==> config.mk <==
export PLATFORM = sky130hd
export DESIGN_NAME = spiflash_emu
export DESIGN_NICKNAME = d
export VERILOG_FILES = /design/src/rtl/spiflash_pkg.sv /design/src/rtl/spi_pin_sync.sv /design/src/rtl/spiflash_emu.sv
export SDC_FILE = /design/constraint.sdc
export NUM_CORES = 1
export LEC_CHECK = 0
export CAP_MARGIN = 30
export CORE_ASPECT_RATIO = 0.9
export CORE_UTILIZATION = 45
export DETAILED_ROUTE_END_ITERATION = 10
export PLACE_DENSITY = 0.69
export SYNTH_ARGS = -nofsm -noshare
export SYNTH_HDL_FRONTEND = slang
export SYNTH_HIERARCHICAL = 1
export SYNTH_SLANG_ARGS = --single-unit
==> constraint.sdc <==
create_clock -name clk -period 6.5 [get_ports clk]
set_input_delay 1.3 -clock clk [delete_from_list [all_inputs] [get_ports clk]]
set_output_delay 1.3 -clock clk [all_outputs]
set_load 0.005 [all_outputs]
==> src/rtl/spiflash_pkg.sv <==
// Shared types and command codes for the SPI flash emulator.
package spiflash_pkg;

    typedef enum logic [2:0] {
        IDLE,
        CMD,
        ADDR,
        DUMMY,
        DATA,
        ID,
        IGNORE
    } state_e;

    localparam logic [7:0] CMD_READ      = 8'h03;
    localparam logic [7:0] CMD_FAST_READ = 8'h0B;
    localparam logic [7:0] CMD_JEDEC_ID  = 8'h9F;

endpackage

==> src/rtl/spi_pin_sync.sv <==
// Brings the asynchronous SPI pins into the clk domain and finds SCLK edges.
module spi_pin_sync
    import spiflash_pkg::*;
(
    input  logic clk,
    input  logic reset,
    input  logic spi_cs_n,
    input  logic spi_sclk,
    input  logic spi_mosi,
    output logic cs_n_s,
    output logic mosi_s,
    output logic sclk_rise,
    output logic sclk_fall
);

    logic [1:0] cs_n_q, cs_n_d;
    logic [1:0] sclk_q, sclk_d;
    logic [1:0] mosi_q, mosi_d;
    logic       sclk_prev_q, sclk_prev_d;

    // Two-stage shift per pin; previous synced sclk kept for edge detection.
    always_comb begin
        cs_n_d      = {cs_n_q[0], spi_cs_n};
        sclk_d      = {sclk_q[0], spi_sclk};
        mosi_d      = {mosi_q[0], spi_mosi};
        sclk_prev_d = sclk_q[1];
    end

    // Synchronizer flops; cs_n resets deasserted so reset never looks like a select.
    always_ff @(posedge clk) begin
        if (reset) begin
            cs_n_q      <= 2'b11;
            sclk_q      <= 2'b00;
            mosi_q      <= 2'b00;
            sclk_prev_q <= 1'b0;
        end else begin
            cs_n_q      <= cs_n_d;
            sclk_q      <= sclk_d;
            mosi_q      <= mosi_d;
            sclk_prev_q <= sclk_prev_d;
        end
    end

    assign cs_n_s    = cs_n_q[1];
    assign mosi_s    = mosi_q[1];
    // Edges only count while the chip is selected.
    assign sclk_rise = ~cs_n_q[1] & sclk_q[1] & ~sclk_prev_q;
    assign sclk_fall = ~cs_n_q[1] & ~sclk_q[1] & sclk_prev_q;

endmodule

==> src/rtl/spiflash_emu.sv <==
// SPI mode-0 flash slave: READ, FAST_READ and JEDEC ID served from a byte memory
// through a one-byte prefetch register. ADDR_BITS must lie in 9..24.
module spiflash_emu
    import spiflash_pkg::*;
#(
    parameter int unsigned ADDR_BITS  = 21,
    parameter int unsigned DUMMY_BITS = 8,
    parameter logic [23:0] JEDEC_ID   = 24'hEF4018
) (
    input  logic                 clk,
    input  logic                 reset,
    input  logic                 spi_cs_n,
    input  logic                 spi_sclk,
    input  logic                 spi_mosi,
    output logic                 spi_miso,
    output logic                 mem_req,
    output logic [ADDR_BITS-1:0] mem_addr,
    input  logic                 mem_ack,
    input  logic [7:0]           mem_rdata,
    output logic                 underrun,
    output logic                 active
);

    localparam logic [7:0] DUMMY_LAST = 8'(DUMMY_BITS - 1);

    logic cs_n_s, mosi_s, sclk_rise, sclk_fall;

    spi_pin_sync u_sync (
        .clk       (clk),
        .reset     (reset),
        .spi_cs_n  (spi_cs_n),
        .spi_sclk  (spi_sclk),
        .spi_mosi  (spi_mosi),
        .cs_n_s    (cs_n_s),
        .mosi_s    (mosi_s),
        .sclk_rise (sclk_rise),
        .sclk_fall (sclk_fall)
    );

    state_e               state_q, state_d;
    logic [2:0]           bit_cnt_q, bit_cnt_d;
    logic [6:0]           rx_q, rx_d;       // bit 8 of a byte arrives live on mosi_s
    logic [7:0]           tx_q, tx_d;
    logic                 load_pend_q, load_pend_d;
    logic [7:0]           cmd_q, cmd_d;
    logic [1:0]           addr_cnt_q, addr_cnt_d;
    logic [7:0]           dummy_cnt_q, dummy_cnt_d;
    logic [1:0]           id_idx_q, id_idx_d;
    logic [ADDR_BITS-1:0] want_addr_q, want_addr_d; // next byte the prefetch must hold
    logic [ADDR_BITS-1:0] mem_addr_q, mem_addr_d;
    logic                 mem_req_q, mem_req_d;
    logic                 need_q, need_d;           // a fetch is owed but not yet issued
    logic                 stale_q, stale_d;         // outstanding fetch result is unwanted
    logic [7:0]           pf_data_q, pf_data_d;
    logic                 pf_valid_q, pf_valid_d;
    logic                 underrun_q, underrun_d;
    logic                 active_q, active_d;

    logic [7:0] rx_byte, id_byte;
    logic       byte_done, stale_new;

    assign rx_byte   = {rx_q, mosi_s};
    assign byte_done = sclk_rise && (bit_cnt_q == 3'd7);

    // Select the ID byte for the current position; zeros once the ID is exhausted.
    always_comb begin
        unique case (id_idx_q)
            2'd0:    id_byte = JEDEC_ID[23:16];
            2'd1:    id_byte = JEDEC_ID[15:8];
            2'd2:    id_byte = JEDEC_ID[7:0];
            default: id_byte = 8'h00;
        endcase
    end

    // Next-state: protocol FSM, shift registers, prefetch and memory handshake.
    always_comb begin
        state_d     = state_q;
        bit_cnt_d   = bit_cnt_q;
        rx_d        = rx_q;
        tx_d        = tx_q;
        load_pend_d = load_pend_q;
        cmd_d       = cmd_q;
        addr_cnt_d  = addr_cnt_q;
        dummy_cnt_d = dummy_cnt_q;
        id_idx_d    = id_idx_q;
        want_addr_d = want_addr_q;
        mem_addr_d  = mem_addr_q;
        mem_req_d   = mem_req_q;
        need_d      = need_q;
        stale_d     = stale_q;
        pf_data_d   = pf_data_q;
        pf_valid_d  = pf_valid_q;
        underrun_d  = underrun_q;
        active_d    = active_q;
        stale_new   = 1'b0;

        if (cs_n_s) begin
            state_d     = IDLE;
            bit_cnt_d   = 3'd0;
            rx_d        = 7'd0;
            tx_d        = 8'd0;
            load_pend_d = 1'b0;
            addr_cnt_d  = 2'd0;
            dummy_cnt_d = 8'd0;
            id_idx_d    = 2'd0;
            want_addr_d = '0;
            need_d      = 1'b0;
            pf_valid_d  = 1'b0;
            active_d    = 1'b0;
            stale_new   = mem_req_q;
        end else begin
            if (state_q == IDLE) begin
                state_d  = CMD;
                active_d = 1'b1;
            end
            if (sclk_rise) begin
                rx_d      = rx_byte[6:0];
                bit_cnt_d = bit_cnt_q + 3'd1;
                if (byte_done) begin
                    load_pend_d = 1'b1;
                end
                unique case (state_q)
                    CMD: begin
                        if (byte_done) begin
                            cmd_d = rx_byte;
                            if (rx_byte == CMD_READ || rx_byte == CMD_FAST_READ) begin
                                state_d    = ADDR;
                                addr_cnt_d = 2'd0;
                            end else if (rx_byte == CMD_JEDEC_ID) begin
                                state_d  = ID;
                                id_idx_d = 2'd0;
                            end else begin
                                state_d  = IGNORE;
                                active_d = 1'b0;
                            end
                        end
                    end
                    ADDR: begin
                        if (byte_done) begin
                            // Accumulate straight into the fetch pointer; high bits fall off.
                            want_addr_d = {want_addr_q[ADDR_BITS-9:0], rx_byte};
                            addr_cnt_d  = addr_cnt_q + 2'd1;
                            if (addr_cnt_q == 2'd2) begin
                                need_d      = 1'b1;
                                pf_valid_d  = 1'b0;
                                stale_new   = mem_req_q;
                                dummy_cnt_d = 8'd0;
                                state_d     = (cmd_q == CMD_FAST_READ) ? DUMMY : DATA;
                            end
                        end
                    end
                    DUMMY: begin
                        dummy_cnt_d = dummy_cnt_q + 8'd1;
                        if (dummy_cnt_q == DUMMY_LAST) begin
                            // Realign byte framing so data starts on this fall.
                            state_d     = DATA;
                            load_pend_d = 1'b1;
                            bit_cnt_d   = 3'd0;
                        end
                    end
                    default: ;
                endcase
            end
            if (sclk_fall) begin
                if (load_pend_q) begin
                    load_pend_d = 1'b0;
                    unique case (state_q)
                        DATA: begin
                            tx_d        = pf_valid_q ? pf_data_q : 8'hFF;
                            underrun_d  = underrun_q | ~pf_valid_q;
                            pf_valid_d  = 1'b0;
                            want_addr_d = want_addr_q + 1'b1;
                            need_d      = 1'b1;
                            // A fetch still in flight was for the byte just sent.
                            stale_new   = mem_req_q;
                        end
                        ID: begin
                            tx_d = id_byte;
                            if (id_idx_q != 2'd3) begin
                                id_idx_d = id_idx_q + 2'd1;
                            end
                        end
                        default: tx_d = 8'h00;
                    endcase
                end else begin
                    tx_d = {tx_q[6:0], 1'b0};
                end
            end
        end

        if (mem_req_q && mem_ack) begin
            mem_req_d = 1'b0;
            if (!(stale_q || stale_new)) begin
                pf_data_d  = mem_rdata;
                pf_valid_d = 1'b1;
            end
            stale_d = 1'b0;
        end else if (stale_new) begin
            stale_d = 1'b1;
        end

        // Requests never overlap: a new one waits until the previous is acked.
        if (need_d && !mem_req_q) begin
            mem_req_d  = 1'b1;
            mem_addr_d = want_addr_d;
            need_d     = 1'b0;
        end
    end

    // State registers with synchronous reset.
    always_ff @(posedge clk) begin
        if (reset) begin
            state_q     <= IDLE;
            bit_cnt_q   <= 3'd0;
            rx_q        <= 7'd0;
            tx_q        <= 8'd0;
            load_pend_q <= 1'b0;
            cmd_q       <= 8'd0;
            addr_cnt_q  <= 2'd0;
            dummy_cnt_q <= 8'd0;
            id_idx_q    <= 2'd0;
            want_addr_q <= '0;
            mem_addr_q  <= '0;
            mem_req_q   <= 1'b0;
            need_q      <= 1'b0;
            stale_q     <= 1'b0;
            pf_data_q   <= 8'd0;
            pf_valid_q  <= 1'b0;
            underrun_q  <= 1'b0;
            active_q    <= 1'b0;
        end else begin
            state_q     <= state_d;
            bit_cnt_q   <= bit_cnt_d;
            rx_q        <= rx_d;
            tx_q        <= tx_d;
            load_pend_q <= load_pend_d;
            cmd_q       <= cmd_d;
            addr_cnt_q  <= addr_cnt_d;
            dummy_cnt_q <= dummy_cnt_d;
            id_idx_q    <= id_idx_d;
            want_addr_q <= want_addr_d;
            mem_addr_q  <= mem_addr_d;
            mem_req_q   <= mem_req_d;
            need_q      <= need_d;
            stale_q     <= stale_d;
            pf_data_q   <= pf_data_d;
            pf_valid_q  <= pf_valid_d;
            underrun_q  <= underrun_d;
            active_q    <= active_d;
        end
    end

    assign spi_miso = tx_q[7];
    assign mem_req  = mem_req_q;
    assign mem_addr = mem_addr_q;
    assign underrun = underrun_q;
    assign active   = active_q;

endmodule

# Yosys cells after proc, flatten, opt, wreduce, memory -nomap -nowiden
# Index checks and enable logic that the tools add are counted.
word_totals:
  out_inout_bits: 25
  regBits: 105
  in_bits: 14
classes:
  n_mux: 79
  reduce_logical: 19
  n_bitwise: 10
  eq_ne: 19
  add_sub_neg: 5
op_table:
  columns: ["cell", "n"]
  rows:
  - ["$mux 21", 7]
  - ["$mux 1", 40]
  - ["$mux 8", 4]
  - ["$pmux 8 s2", 2]
  - ["$mux 3", 10]
  - ["$mux 2", 13]
  - ["$pmux 8 s3", 1]
  - ["$add 21x1->21 const B", 1]
  - ["$eq 8x4->1 const B", 2]
  - ["$reduce_and 4->1", 3]
  - ["$ne 2x2->1 const B", 5]
  - ["$eq 3x3->1 const B", 3]
  - ["$pmux 3 s3", 1]
  - ["$add 8x1->8 const B", 1]
  - ["$eq 8x2->1 const B", 1]
  - ["$eq 8x3->1 const B", 1]
  - ["$eq 8x8->1 const B", 1]
  - ["$eq 3x2->1 const B", 2]
  - ["$reduce_bool 2->1", 3]
  - ["$reduce_or 2->1", 3]
  - ["$not 1->1", 5]
  - ["$reduce_and 5->1", 1]
  - ["$add 2x1->2 const B", 2]
  - ["$and 1x1->1", 4]
  - ["other kinds (12)", 16]

# Longest topological paths before layout
# Gate-level depths: netlist of the first run.
depth:
  word_depth: 14
  depth_mapped: 8
  depth_no_buf: 7

# Cells and area by module
# The synthesis of the first run kept the hierarchy.
by_module_without_submodules:
  columns: ["mod", "area_per_inst_um2", "instances", "cells_per_inst", "seq_area_each_um2"]
  rows:
  - ["spiflash_emu", 4642.0, 1, 521, 1961.9]
  - ["spi_pin_sync", 198.9, 1, 16, 140.1]

# Worst setup path after synthesis of the first run
# No wires, ideal clock.
synth_timing:
  kind: "input to register"
  from: "in reset"
  to: "reg mem_addr_q[5] (netlist: mem_addr[5])"
  setup_time_ps: 68
  setup_slack_ps: 3853
  stages: 7
  n_path_buf: 4
  required_ps: 6432
  t_arrival_ps: 2579
  path_cell_list: "clkbuf_1 > or2_2 > clkbuf_1 > or3_1 > buf_2 > buf_6 > o2bb2ai_2"
synth_rtl:
  columns: ["element", "line_no", "source"]
  rows:
  - ["start, declared", "spiflash_emu.sv:11", "input logic reset,"]
  - ["end signal, assigned", "spiflash_emu.sv:242", "mem_addr_q <= mem_addr_d;"]
  - ["end, declared", "spiflash_emu.sv:50", "logic [ADDR_BITS-1:0] mem_addr_q, mem_addr_d;"]

==> results of run 1 <==
where the power goes:
group	total [mW]	internal (mW)	switching (mW)
clock network	0.520	0.275	0.245
logic	0.0263	0.0120	0.0143
registers	0.647	0.645	0.00201
total	1.19	0.932	0.261
kinds of logic (layout without fill, tap and decap cells):
logic type / Yosys count / count (layout)
DFF: 105 / 105
adders and majority gates: 10 / 10
and+or+nand+nor: 220 / 220
AOI/OAI and AO/OA: 119 / 119
buffers and inverters: 48 / 78
xor gates and xnor gates: 7 / 7
muxes: 28 / 28
area by class of cell:
type	count	share of cell area
Clock inverter	5	0.008503
Timing Repair Buffer	44	0.07742
Sequential cell	105	0.3759
Clock buffer	10	0.04274
Multi-Input combinational cell	384	0.4538
Inverter	19	0.01275
Tap cell	129	0.02887
layer usage:
metal,global-route usage,share of wire,vias up
li1,-,-,2016
met1,0.2966,0.48,1985
met2,0.3389,0.45,116
met3,0.04891,0.046,19
met4,0.07692,0.017,0
met5,0,0,-
sequential cells by signal, indices dropped and copies added, names as in the netlist:
| register | cells |
|---|---|
| state_q | 3 |
| mem_addr | 21 |
| cmd_q | 8 |
| pf_data_q | 8 |
| u_sync/mosi_q | 2 |
| id_idx_q | 2 |
| u_sync/cs_n_q | 2 |
| stale_q | 1 |
| underrun | 1 |
| tx_q | 8 |
| u_sync/sclk_q | 2 |
| mem_req | 1 |
| rx_q | 7 |
| dummy_cnt_q | 8 |
| want_addr_q | 21 |
| active | 1 |
| u_sync/sclk_prev_q | 1 |
| addr_cnt_q | 2 |
| load_pend_q | 1 |
| need_q | 1 |
| bit_cnt_q | 3 |
| pf_valid_q | 1 |
through the flow:
step / instances / instance area [um^2] / setup slack [ns] / power [mW]
after floorplan: 537 / 4841 / 3.853 / 0.6741
after global placement: 680 / 5290 / 3.309 / 0.6868
after detailed placement: 680 / 5290 / 3.223 / 0.6873
after CTS: 695 / 5577 / 3.587 / 1.205
after global routing: 696 / 5592 / 3.388 / 1.235
final: 696 / 5592 / 3.606 / 1.193
cell usage in the layout (no fill, tap or decap), drive strengths merged, types with 11 or more instances in the layout:
cell and instances:
a21oi 27, and3 11, clkdlybuf4s50 38, dfxtp 105
inv 20, mux2i 27, nand2 35, nand3 19
nor2 80, o21ai 11, o2bb2ai 18
worst max-delay path: cells and delay by family:
family / cells / cell delay [ns]
AO/OA/AOI/OAI: 1 / 0.20
buffers and inverters: 3 / 0.91
AND/OR/NAND/NOR: 2 / 0.76
final timing paths:
path / to / startpoint / slack [ns]
worst max-delay path: mem_addr[19] / reset / 3.61
worst min-delay path: u_sync/cs_n_q[1] / u_sync/cs_n_q[0] / 0.41
worst max register to register: mem_addr[3] / u_sync/cs_n_q[1] / 3.66
worst min register to register: u_sync/cs_n_q[1] / u_sync/cs_n_q[0] / 0.41
==> flow_summary.json, run 1 <==
{
  "grt_use_total": 0.2174,
  "synth-compound-area-share": 0.1923,
  "element_type_at_the_critical_path_start": "primary input",
  "initialDrtViolationCount": 343,
  "sinks_on_clock_net": 105,
  "synth.ff_latch_count": 105,
  "via_count": 4136,
  "syn-num-nets": 561,
  "crit_path_max_fanout": 43,
  "die_height_um": 100.4,
  "yosys_top_cell_by_area": "sky130_fd_sc_hd__dfxtp_1",
  "yosys.area_share.xor_xnor": 0.01266,
  "post-route-drc-count": 0,
  "yosys.area_share.simple": 0.2337,
  "ratio_of_cells_with_drive_above_1_in_the_final_layout": 0.07231,
  "worst_slew_pin_slew_ns": 0.9375,
  "synth-edff-count": 0,
  "synth_top_family_by_area": "simple AND/OR/NAND/NOR gates",
  "drtPass1Iterations": 5,
  "multi_input_comb_area_um2": 2537,
  "static_power_due_to_leakage_nw": 1.781,
  "power_density_nw_per_um2": 213.4,
  "post_cts.repair.setup_buffers": 0,
  "timing.critical_path.mode_cell": "sky130_fd_sc_hd__buf_4",
  "cts_hold_buf": 0,
  "initial_utilization": 0.4684,
  "cp.required_ns": 6.79,
  "clk_transition_reported_paths_ns": 0.07,
  "finalHoldViolCount": 0,
  "post-synth-top-area-fraction": 0.4342,
  "timing.final.crit_share": 0.4453,
  "place.gp.congestion": 0.8754,
  "row_count": 35,
  "grt_remaining_overflow": 0,
  "dp_hpwl_um": 8183,
  "yosys.area_share.adder": 0.02585,
  "drt-vias-per-instance": 5.943,
  "first_global_vias": 3873,
  "grt_max_degree": 44,
  "ys_top_cells_by_area": "sky130_fd_sc_hd__dfxtp_1, sky130_fd_sc_hd__nor2_1, sky130_fd_sc_hd__mux2i_1, sky130_fd_sc_hd__o2bb2ai_2, sky130_fd_sc_hd__a21oi_1",
  "seq_area_frac_synth": 0.4342,
  "finalSetupViolations": 0,
  "antenna_violations_before_repair": 0,
  "synth.cells.most_frequent": "sky130_fd_sc_hd__dfxtp_1, sky130_fd_sc_hd__nor2_1, sky130_fd_sc_hd__nand2_1",
  "pin_count": 39,
  "post_synth_num_cell_types": 64,
  "ctsResizeCount": 0,
  "final.min_clock_period_ns": 2.894,
  "path_class": "in2reg",
  "postSynthCellCount": 537,
  "whs_path_depth": 1,
  "synth-async-reset-ratio": 0,
  "synth_area_per_cell_um2": 9.015,
  "cpMaxStageDelayCell": "sky130_fd_sc_hd__nor3_1",
  "wire_per_inst_um": 16.54,
  "die_width_um": 111.3,
  "die_outline_area_um2": 11180,
  "fin_setup_tns_ns": 0,
  "num_antenna_cells": 0,
  "placeableCoreArea_um2": 10330,
  "drt-total-wl_um": 11510,
  "slew-limit-headroom": 0.3750,
  "synthMostInstantiatedCell": "sky130_fd_sc_hd__dfxtp_1",
  "clock_tree.buffer_depth": 2,
  "syn_to_final_growth_pct": 15.51,
  "synth-warning-count": 6,
  "endpoint_kind": "flip-flop",
  "utilization": 0.5410,
  "antenna_left": 0,
  "drv_cap": 0,
  "max_stage_delay_ns": 0.44,
  "clock_latency_ns": 0.35,
  "port-buffer-count": 38,
  "register_area_um2": 2102,
  "worstRegToRegCells": 7,
  "final_max_slew_viol_count": 0,
  "synth_flop_cell": "sky130_fd_sc_hd__dfxtp_1",
  "grt_first_pass_wirelength_um": 19350,
  "cts_tree": "yes",
  "tritoncts.num_buffers": 9,
  "status": "completed",
  "fillers": 969,
  "rsz0062_at_grt": "no",
  "synth_mux_area_frac": 0.05815,
  "ir_worst_vdd_v": 0.0001767,
  "hold_path.class": "reg2reg",
  "nNetsFinal": 587,
  "cts_htree_levels": 3,
  "maxClockFrequency_mhz": 345.5,
  "worst_setup_skew_after_layout_ns": 0.01098,
  "final.hold.worst_slack_ns": 0.4069,
  "worst_ep_arrival_time_ns": 3.19,
  "syn-cell-area_um2": 4841,
  "clockRootBuffer": "sky130_fd_sc_hd__clkbuf_16",
  "timing.critical_path.cells": "clkdlybuf4s50_1, buf_4, or2_2, buf_4, nor3_1, a22o_1"
}
(Power assumes the default switching activity.)
==> inputs of run 2 (changes only) <==
--- a/config.mk
+++ b/config.mk
@@ -9,7 +9,7 @@
 export CORE_ASPECT_RATIO = 0.9
 export CORE_UTILIZATION = 45
 export DETAILED_ROUTE_END_ITERATION = 10
-export PLACE_DENSITY = 0.69
+export PLACE_DENSITY = 0.72
 export SYNTH_ARGS = -nofsm -noshare
 export SYNTH_HDL_FRONTEND = slang
 export SYNTH_HIERARCHICAL = 1
==> constraint.sdc (replaced) <==
create_clock -name clk -period 2.4 [get_ports clk]
set_input_delay 0.48 -clock clk [delete_from_list [all_inputs] [get_ports clk]]
set_output_delay 0.48 -clock clk [all_outputs]
set_load 0.005 [all_outputs]
==> flow_summary.json, run 2 (same netlist as run 1, synthesis figures left out) <==
{
  "fin_setup_tns_ns": 0,
  "path_class": "reg2reg",
  "nNetsFinal": 613,
  "final.hold.worst_slack_ns": 0.4073,
  "clockPowerShare": 0.469,
  "initial_utilization": 0.4684,
  "finalHoldViolCount": 0,
  "dp_hpwl_um": 9108,
  "placed_cells": 707,
  "die_height_um": 100.4,
  "cp.required_ns": 2.69,
  "cts_hold_buf": 0,
  "final_cell_area_um2": 5854,
  "via_count": 4196,
  "clock_latency_ns": 0.35,
  "hold_path.class": "reg2reg",
  "die_outline_area_um2": 11180,
  "timing.final.crit_share": 0.9501,
  "ratio_of_cells_with_drive_above_1_in_the_final_layout": 0.1195,
  "final.min_clock_period_ns": 2.280,
  "element_type_at_the_critical_path_start": "flip-flop",
  "worst_slew_pin_slew_ns": 0.6263,
  "clockRootBuffer": "sky130_fd_sc_hd__clkbuf_16",
  "initialDrtViolationCount": 213,
  "clock_tree.buffer_depth": 2,
  "instances_no_fill": 723,
  "finalSetupViolations": 0,
  "most_frequent_standard_cell_in_the_layout_excluding_fill_and_tap_cells": "sky130_fd_sc_hd__dfxtp_1",
  "power.share.switching": 0.2114,
  "tritoncts.num_buffers": 9,
  "port-buffer-count": 38,
  "seqPwrFrac": 0.508,
  "sinks_on_clock_net": 105,
  "antenna_left": 0,
  "first_global_vias": 4099,
  "p_comb_frac": 0.023,
  "internal_power_mw": 2.714,
  "worst_ep_arrival_time_ns": 2.57,
  "die_width_um": 111.3,
  "wire_per_inst_um": 17.35,
  "rsz0062_at_grt": "no",
  "row_count": 35,
  "grt_max_degree": 44,
  "static_power_due_to_leakage_nw": 1.936,
  "ir_worst_vdd_v": 0.0005990,
  "drt-total-wl_um": 12550,
  "post-route-drc-count": 0,
  "place_area_um2": 5513,
  "final_max_slew_viol_count": 0,
  "place.gp.congestion": 0.9162,
  "maxClockFrequency_mhz": 438.5,
  "crit_path_max_fanout": 11,
  "drt-vias-per-instance": 5.804,
  "switchingPower_mw": 0.7276,
  "grt_remaining_overflow": 0,
  "slew-limit-headroom": 0.5796,
  "drtPass1Iterations": 5,
  "pin_count": 39,
  "drv_cap": 0,
  "cts_tree": "yes",
  "grt_first_pass_wirelength_um": 20840,
  "endpoint_kind": "flip-flop",
  "most-common-layout-cells": "sky130_fd_sc_hd__dfxtp_1, sky130_fd_sc_hd__nor2_1, sky130_fd_sc_hd__clkdlybuf4s50_1",
  "placeableCoreArea_um2": 10330,
  "worst_setup_skew_after_layout_ns": 0.006463,
  "cts_htree_levels": 3,
  "num_antenna_cells": 0,
  "clk_transition_reported_paths_ns": 0.07,
  "syn_to_final_growth_pct": 20.94,
  "antenna_violations_before_repair": 0,
  "grt_use_total": 0.2351,
  "power_density_nw_per_um2": 587.9,
  "status": "completed"
}
[run 2: layout make-up]
type,instances,area (um^2)
multi-input combinational,384,2552
sequential,105,2102
clock buffer,10,229.0
timing repair buffer,70,640.6
clock inverter,6,97.59
inverter,19,71.32
fill,939,4481
tap,129,161.4
[run 2: path summary, 6_finish.rpt]
check | from | endpoint | slack [ns] | cells past startpoint
worst max-delay path | u_sync/cs_n_q[1] | mem_addr[1] | 0.12 | 9
worst min-delay path | u_sync/cs_n_q[0] | u_sync/cs_n_q[1] | 0.41 | 1
worst max register to register | u_sync/cs_n_q[1] | mem_addr[1] | 0.12 | 9
worst min register to register | u_sync/cs_n_q[0] | u_sync/cs_n_q[1] | 0.41 | 1
[run 2: metrics by stage]
| stage | utilization | setup WS, ns | total power, mW |
|---|---|---|---|
| after floorplan | - | 0.2167 | 1.826 |
| after global placement | 0.5320 | 0.03763 | 1.865 |
| after detailed placement | 0.5334 | 0.01267 | 1.869 |
| after CTS | 0.5659 | 0.08005 | 3.473 |
| after global routing | 0.5665 | 0.01117 | 3.541 |
| final | 0.5665 | 0.1196 | 3.442 |
[run 2: power by group through the flow]
stage / clock network, mW / registers [mW] / logic [mW]
2_1_floorplan: 0 / 1.79 / 0.0355
3_3_place_gp: 0 / 1.79 / 0.0745
3_5_place_dp: 0 / 1.79 / 0.0785
4_1_cts: 1.64 / 1.75 / 0.0785
5_1_grt: 1.71 / 1.75 / 0.0838
6_report: 1.61 / 1.75 / 0.0781
[run 2: repair_timing]
item / CTS / global route
endpoints found under the setup margin: 1 / 13
gates cloned: 0 / 0
gates resized for setup: 2 / 2
buffers inserted: 0 / 0
[run 2: layer usage]
layer,wire [um],up-vias,GRT usage
met5,0,-,0
met4,252,0,0.08524
met3,623,19,0.04952
met2,5746,106,0.3837
met1,5925,2003,0.3086
li1,-,2068,-
[run 2: worst max-delay path: stages (launching register included)]
cell                       delay (ns)
sky130_fd_sc_hd__dfxtp_1         0.32
sky130_fd_sc_hd__buf_4           0.17
sky130_fd_sc_hd__nor3b_2         0.32
sky130_fd_sc_hd__buf_4           0.24
sky130_fd_sc_hd__nand2_1         0.16
sky130_fd_sc_hd__nor2_2          0.15
sky130_fd_sc_hd__buf_4           0.21
sky130_fd_sc_hd__nand2_1         0.10
sky130_fd_sc_hd__a311oi_2        0.37
sky130_fd_sc_hd__a22o_1          0.18
==> variant 1: new RTL, settings of run 2 <==
Compare `dummy_cnt_q` against `DUMMY_LAST` with >= in place of ==.
--- a/src/rtl/spiflash_emu.sv
+++ b/src/rtl/spiflash_emu.sv
@@ -151,7 +151,7 @@
                     end
                     DUMMY: begin
                         dummy_cnt_d = dummy_cnt_q + 8'd1;
-                        if (dummy_cnt_q == DUMMY_LAST) begin
+                        if (dummy_cnt_q >= DUMMY_LAST) begin
                             // Realign byte framing so data starts on this fall.
                             state_d     = DATA;
                             load_pend_d = 1'b1;
Check against the original RTL: same outputs for any inputs over 10 cycles, from zero or initial values and one cycle with reset high; that may be too few to reach the edited logic, so the function may still have changed.
==> variant 1 against run 2 <==
Clock power shrank 2%; die area shrank 0.79%; cell count grew 1.9%; critical path depth down 2; power is 1.3% lower; synthesized area decreased by 0.80%; cell area up 0.53%; sequential cell count stayed put; wire length increased by 2.1%; setup slack got worse by 0.0027 ns.
==> variant 1: results (changes against run 2) <==
Critical Path Slowest Stage Cell: nor2_2 (was a311oi_2)
Yosys Warn Count: 6 (unchanged)
Cell variety after synth: 69 (was 64)
Initial antenna violation count: 0 (unchanged)
Critical path peak fanout: 9 (was 11)
Compound-cell area share of the yosys netlist: 19.0% (was 19.2%)
H-tree depth: 3 (unchanged)
Placed instance area: 5520 µm² (was 5510 µm²)
DRT iter0 DRCs: 385 (was 213)
NumNets Final: 627 (was 613)
Met2 Usage GRT: 35.3% (was 38.4%)
Status: finished, final reports clean (unchanged)
Seq/Total Area, Yosys: 43.8% (was 43.4%)
Ant. Diodes: 0 (unchanged)
Largest net degree at the start of global routing: 38 (was 44)
Clock Skew: 0.0115 ns (was 0.00646 ns)
Vias post-DR: 4424 (was 4196)
DP HPWL: 9240 µm (was 9110 µm)
Arrival time of the worst setup path: 2.56 ns (was 2.57 ns)
Filler cell count: 904 (was 939)
Peak supply drop: 0.450 mV (was 0.599 mV)
WL/cell: 17.4 µm (about the same)
First-pass GRT wire length: 20800 µm (about the same)
Clock latency on the worst-skew pair: 0.35 ns (about the same)
Fin. Hold Viols: 0 (unchanged)
CP max stage delay: 0.40 ns (was 0.37 ns)
Ys async rst share: 0% (unchanged)
Top post-synthesis cells by area: dfxtp_1 44%, nor2_1 6.6%, mux2i_1 5.2% (was dfxtp_1 43%, nor2_1 6.0%, mux2i_1 5.6%)
Grt met3 use: 5.80% (was 4.95%)
Xor and xnor area share after synthesis: 1.28% (was 1.27%)
Routability Congestion: 0.925 (was 0.916)
Metal3 WL: 1020 µm (was 623 µm)
Cell at the root of the clock tree: clkbuf_16 (unchanged)
Fraction of final layout cells sized beyond drive strength 1: 12.0% (about the same)
Commonest cells post-synth: 105 x dfxtp_1, 84 x nor2_1, 28 x nand2_1 (was 105 x dfxtp_1, 78 x nor2_1, 35 x nand2_1)
CTS buffer count: 9 (unchanged)
Post-synthesis adder-cell area fraction: 2.61% (was 2.58%)
WL met1: 6130 µm (was 5930 µm)
Mux cell area share after synthesis: 5.68% (was 5.82%)
Delay-heaviest family, CP: simple AND/OR/NAND/NOR gates (unchanged)
Mapped Nets: 569 (was 561)
Worst-Margin Slew: 0.612 ns (was 0.626 ns)
Gr usage total: 23.6% (was 23.5%)
Hold Path Class: register to register (unchanged)
DR WL met2: 5490 µm (was 5750 µm)
P_leak: 2.06 nW (was 1.94 nW)
Vias in the first global route: 4046 (was 4099)
GR met1 Demand/Resource: 33.3% (was 30.9%)
[variant 1: cell types whose count changed in the layout (fill, tap and decap cells not counted), sizes merged, moves of 6 or more]
cell,run 2,this run
o21ai,11,27
buf,32,39
o22ai,1,9
nand2,35,28
nand2b,3,16
a31oi,7,13
nor4,3,13
o2bb2ai,18,3
[variant 1: through the flow]
stage | cells | setup WS (ns) | power, mW | utilization, %
2_1_floorplan | 545 | 0.219 | 1.82 | -
3_3_place_gp | 719 | 0.185 | 1.87 | 53.7
3_5_place_dp | 719 | 0.0734 | 1.87 | 53.7
4_1_cts | 735 | 0.0495 | 3.42 | 56.9
5_1_grt | 737 | 0.0543 | 3.51 | 57.2
6_report | 737 | 0.117 | 3.40 | 57.2
[variant 1: path summary, 6_finish.rpt]
| path | to | cells past startpoint | slack, ns | startpoint |
|---|---|---|---|---|
| worst max register to register | mem_addr[4] | 7 | 0.12 | u_sync/cs_n_q[1] |
| worst min register to register | u_sync/cs_n_q[1] | 1 | 0.43 | u_sync/cs_n_q[0] |
| worst max-delay path | mem_addr[4] | 7 | 0.12 | u_sync/cs_n_q[1] |
| worst min-delay path | u_sync/cs_n_q[1] | 1 | 0.43 | u_sync/cs_n_q[0] |
[variant 1: cell type report]
class	instances	share of cell area, %
flip-flops and latches	105	35.7
inverters	16	1.02
clock inverters	6	1.51
multi-input cells	394	43.1
well taps	129	2.74
clock buffers	10	4.06
repair buffers	77	11.9
[variant 1: what timing repair did]
| action | 4_1_cts | 5_1_grt |
|---|---|---|
| buffers inserted | 0 | 2 |
| resized for setup | 0 | 4 |
| endpoints found under the setup margin | 0 | 13 |
[variant 1: where the power goes]
part           switching (mW)  internal (mW)
combinational          0.0385         0.0392
sequential            0.00563           1.75
clock                   0.704          0.863
==> variant 2: new RTL, config.mk and constraints of run 2 <==
Made on the original files. Set the parameter `ADDR_BITS` to 25 (it was 21).
--- a/src/rtl/spiflash_emu.sv
+++ b/src/rtl/spiflash_emu.sv
@@ -3,7 +3,7 @@
 module spiflash_emu
     import spiflash_pkg::*;
 #(
-    parameter int unsigned ADDR_BITS  = 21,
+    parameter int unsigned ADDR_BITS  = 25,
     parameter int unsigned DUMMY_BITS = 8,
     parameter logic [23:0] JEDEC_ID   = 24'hEF4018
 ) (
Ports: changed (resized mem_addr); port bits go from 39 to 43. No check against the original RTL was run, so the function may have changed too.
==> variant 2 against run 2 <==
Setup slack improved by 0.0050 ns; synthesized area rose by 8.5%; wire length rose by 11%; sequential cell count rose by 8; sequential share of layout area fell by 1.7 points; cell area rose by 13%; via count rose by 14%; power rose by 29%; largest power group is now clock; highest routed layer unchanged.
==> variant 2: results (changes against run 2) <==
Commonest cells post-synth: 113 x dfxtp_1, 79 x nor2_1, 33 x nand2_1 (was 105 x dfxtp_1, 78 x nor2_1, 35 x nand2_1)
Drt via density: 5.81 (was 5.80)
Vias in the first global route: 4493 (was 4099)
NumNets Final: 678 (was 613)
Gr usage total: 24.3% (was 23.5%)
Placed instance area: 6000 µm² (was 5510 µm²)
Arrival time of the worst setup path: 2.58 ns (was 2.57 ns)
Status: finished, final reports clean (unchanged)
Sw Ratio: 19.4% (was 21.1%)
DRT iter0 DRCs: 399 (was 213)
Top post-synthesis cells by area: dfxtp_1 43%, nor2_1 5.6%, mux2i_1 4.8% (was dfxtp_1 43%, nor2_1 6.0%, mux2i_1 5.6%)
Worst-Margin Slew: 0.657 ns (was 0.626 ns)
Largest net degree at the start of global routing: 56 (was 44)
Worst-path clk slew: 0.05 ns (was 0.07 ns)
Clock Skew: 0.00831 ns (was 0.00646 ns)
DP HPWL: 9620 µm (was 9110 µm)
First-pass GRT wire length: 22600 µm (was 20800 µm)
Critical path peak fanout: 13 (was 11)
H-tree depth: 4 (was 3)
Synth Area per Inst: 8.84 µm² (was 9.01 µm²)
Placed cell count: 791 (was 707)
Mapped Nets: 618 (was 561)
Total wire length: 13900 µm (was 12500 µm)
Filler cell count: 1049 (was 939)
CTS buffer count: 17 (was 9)
Vias post-DR: 4768 (was 4196)
[variant 2: changes by cell type in the layout (fill, tap and decap cells not counted), moves of 9 or more]
| cell | run 2 | this run |
|---|---|---|
| nand3b_1 | 3 | 17 |
| inv_1 | 18 | 9 |
| o21ai_0 | 10 | 25 |
| nor3_1 | 8 | 18 |
| o2bb2ai_2 | 10 | 0 |
| nand2b_1 | 3 | 14 |
[variant 2: power groups by stage]
stage          registers (mW)  clock network [mW]  logic [mW]
4_1_cts                  1.89                2.52      0.0740
3_5_place_dp             1.93                   0      0.0730
3_3_place_gp             1.93                   0      0.0726
2_1_floorplan            1.93                   0      0.0341
5_1_grt                  1.89                2.60      0.0800
6_report                 1.89                2.49      0.0739
[variant 2: area by class of cell]
| cell class | count | share of cell area, % |
|---|---|---|
| clock buffer | 25 | 7.80 |
| clock inverter | 5 | 1.14 |
| inverter | 9 | 0.511 |
| multi-input combinational | 436 | 42.7 |
| sequential | 113 | 34.2 |
| tap | 156 | 2.95 |
| timing repair buffer | 77 | 10.6 |
[variant 2: path summary, 6_finish.rpt]
| kind | startpoint | to | slack [ns] | cells past startpoint |
|---|---|---|---|---|
| min | u_sync/cs_n_q[0] | u_sync/cs_n_q[1] | 0.43 | 1 |
| max reg2reg | bit_cnt_q[0] | mem_addr[23] | 0.12 | 9 |
| min reg2reg | u_sync/cs_n_q[0] | u_sync/cs_n_q[1] | 0.43 | 1 |
| max | bit_cnt_q[0] | mem_addr[23] | 0.12 | 9 |
[variant 2: cell families (layout without fill, tap and decap cells)]
logic type	count (synthesis)	in the layout	share of synthesized area, %
simple gates	256	256	26.8
compound gates	137	137	17.9
flops	113	113	43.1
buf+inv	45	116	3.69
mux	26	26	4.98
fa+ha+maj	10	10	2.38
xor+xnor	7	7	1.17
[variant 2: through the flow]
stage / power (mW) / setup WS (ns) / util, %
final: 4.46 / 0.125 / 58.0
after CTS: 4.49 / 0.123 / 57.9
after floorplan: 1.96 / 0.288 / -
after global placement: 2.00 / 0.165 / 52.7
after global routing: 4.57 / 0.00392 / 58.0
after detailed placement: 2.00 / 0.177 / 52.7
[variant 2: per-layer routing]
layer | vias to the layer above | share of wire, % | GRT usage (%)
met5 | - | 0 | 0
met4 | 0 | 1.5 | 8.70
met3 | 23 | 5.6 | 6.53
met2 | 143 | 45 | 35.8
met1 | 2288 | 48 | 33.9
li1 | 2314 | - | -
[variant 2: worst max-delay path, stage by stage (launching register included)]
cell and delay (ns):
dfxtp_1 0.33, ha_1 0.23, ha_1 0.24, nand3b_1 0.24, nor3_2 0.09, buf_4 0.17, o31ai_2 0.40, buf_4 0.28
a2111o_1 0.12, o21ai_1 0.06
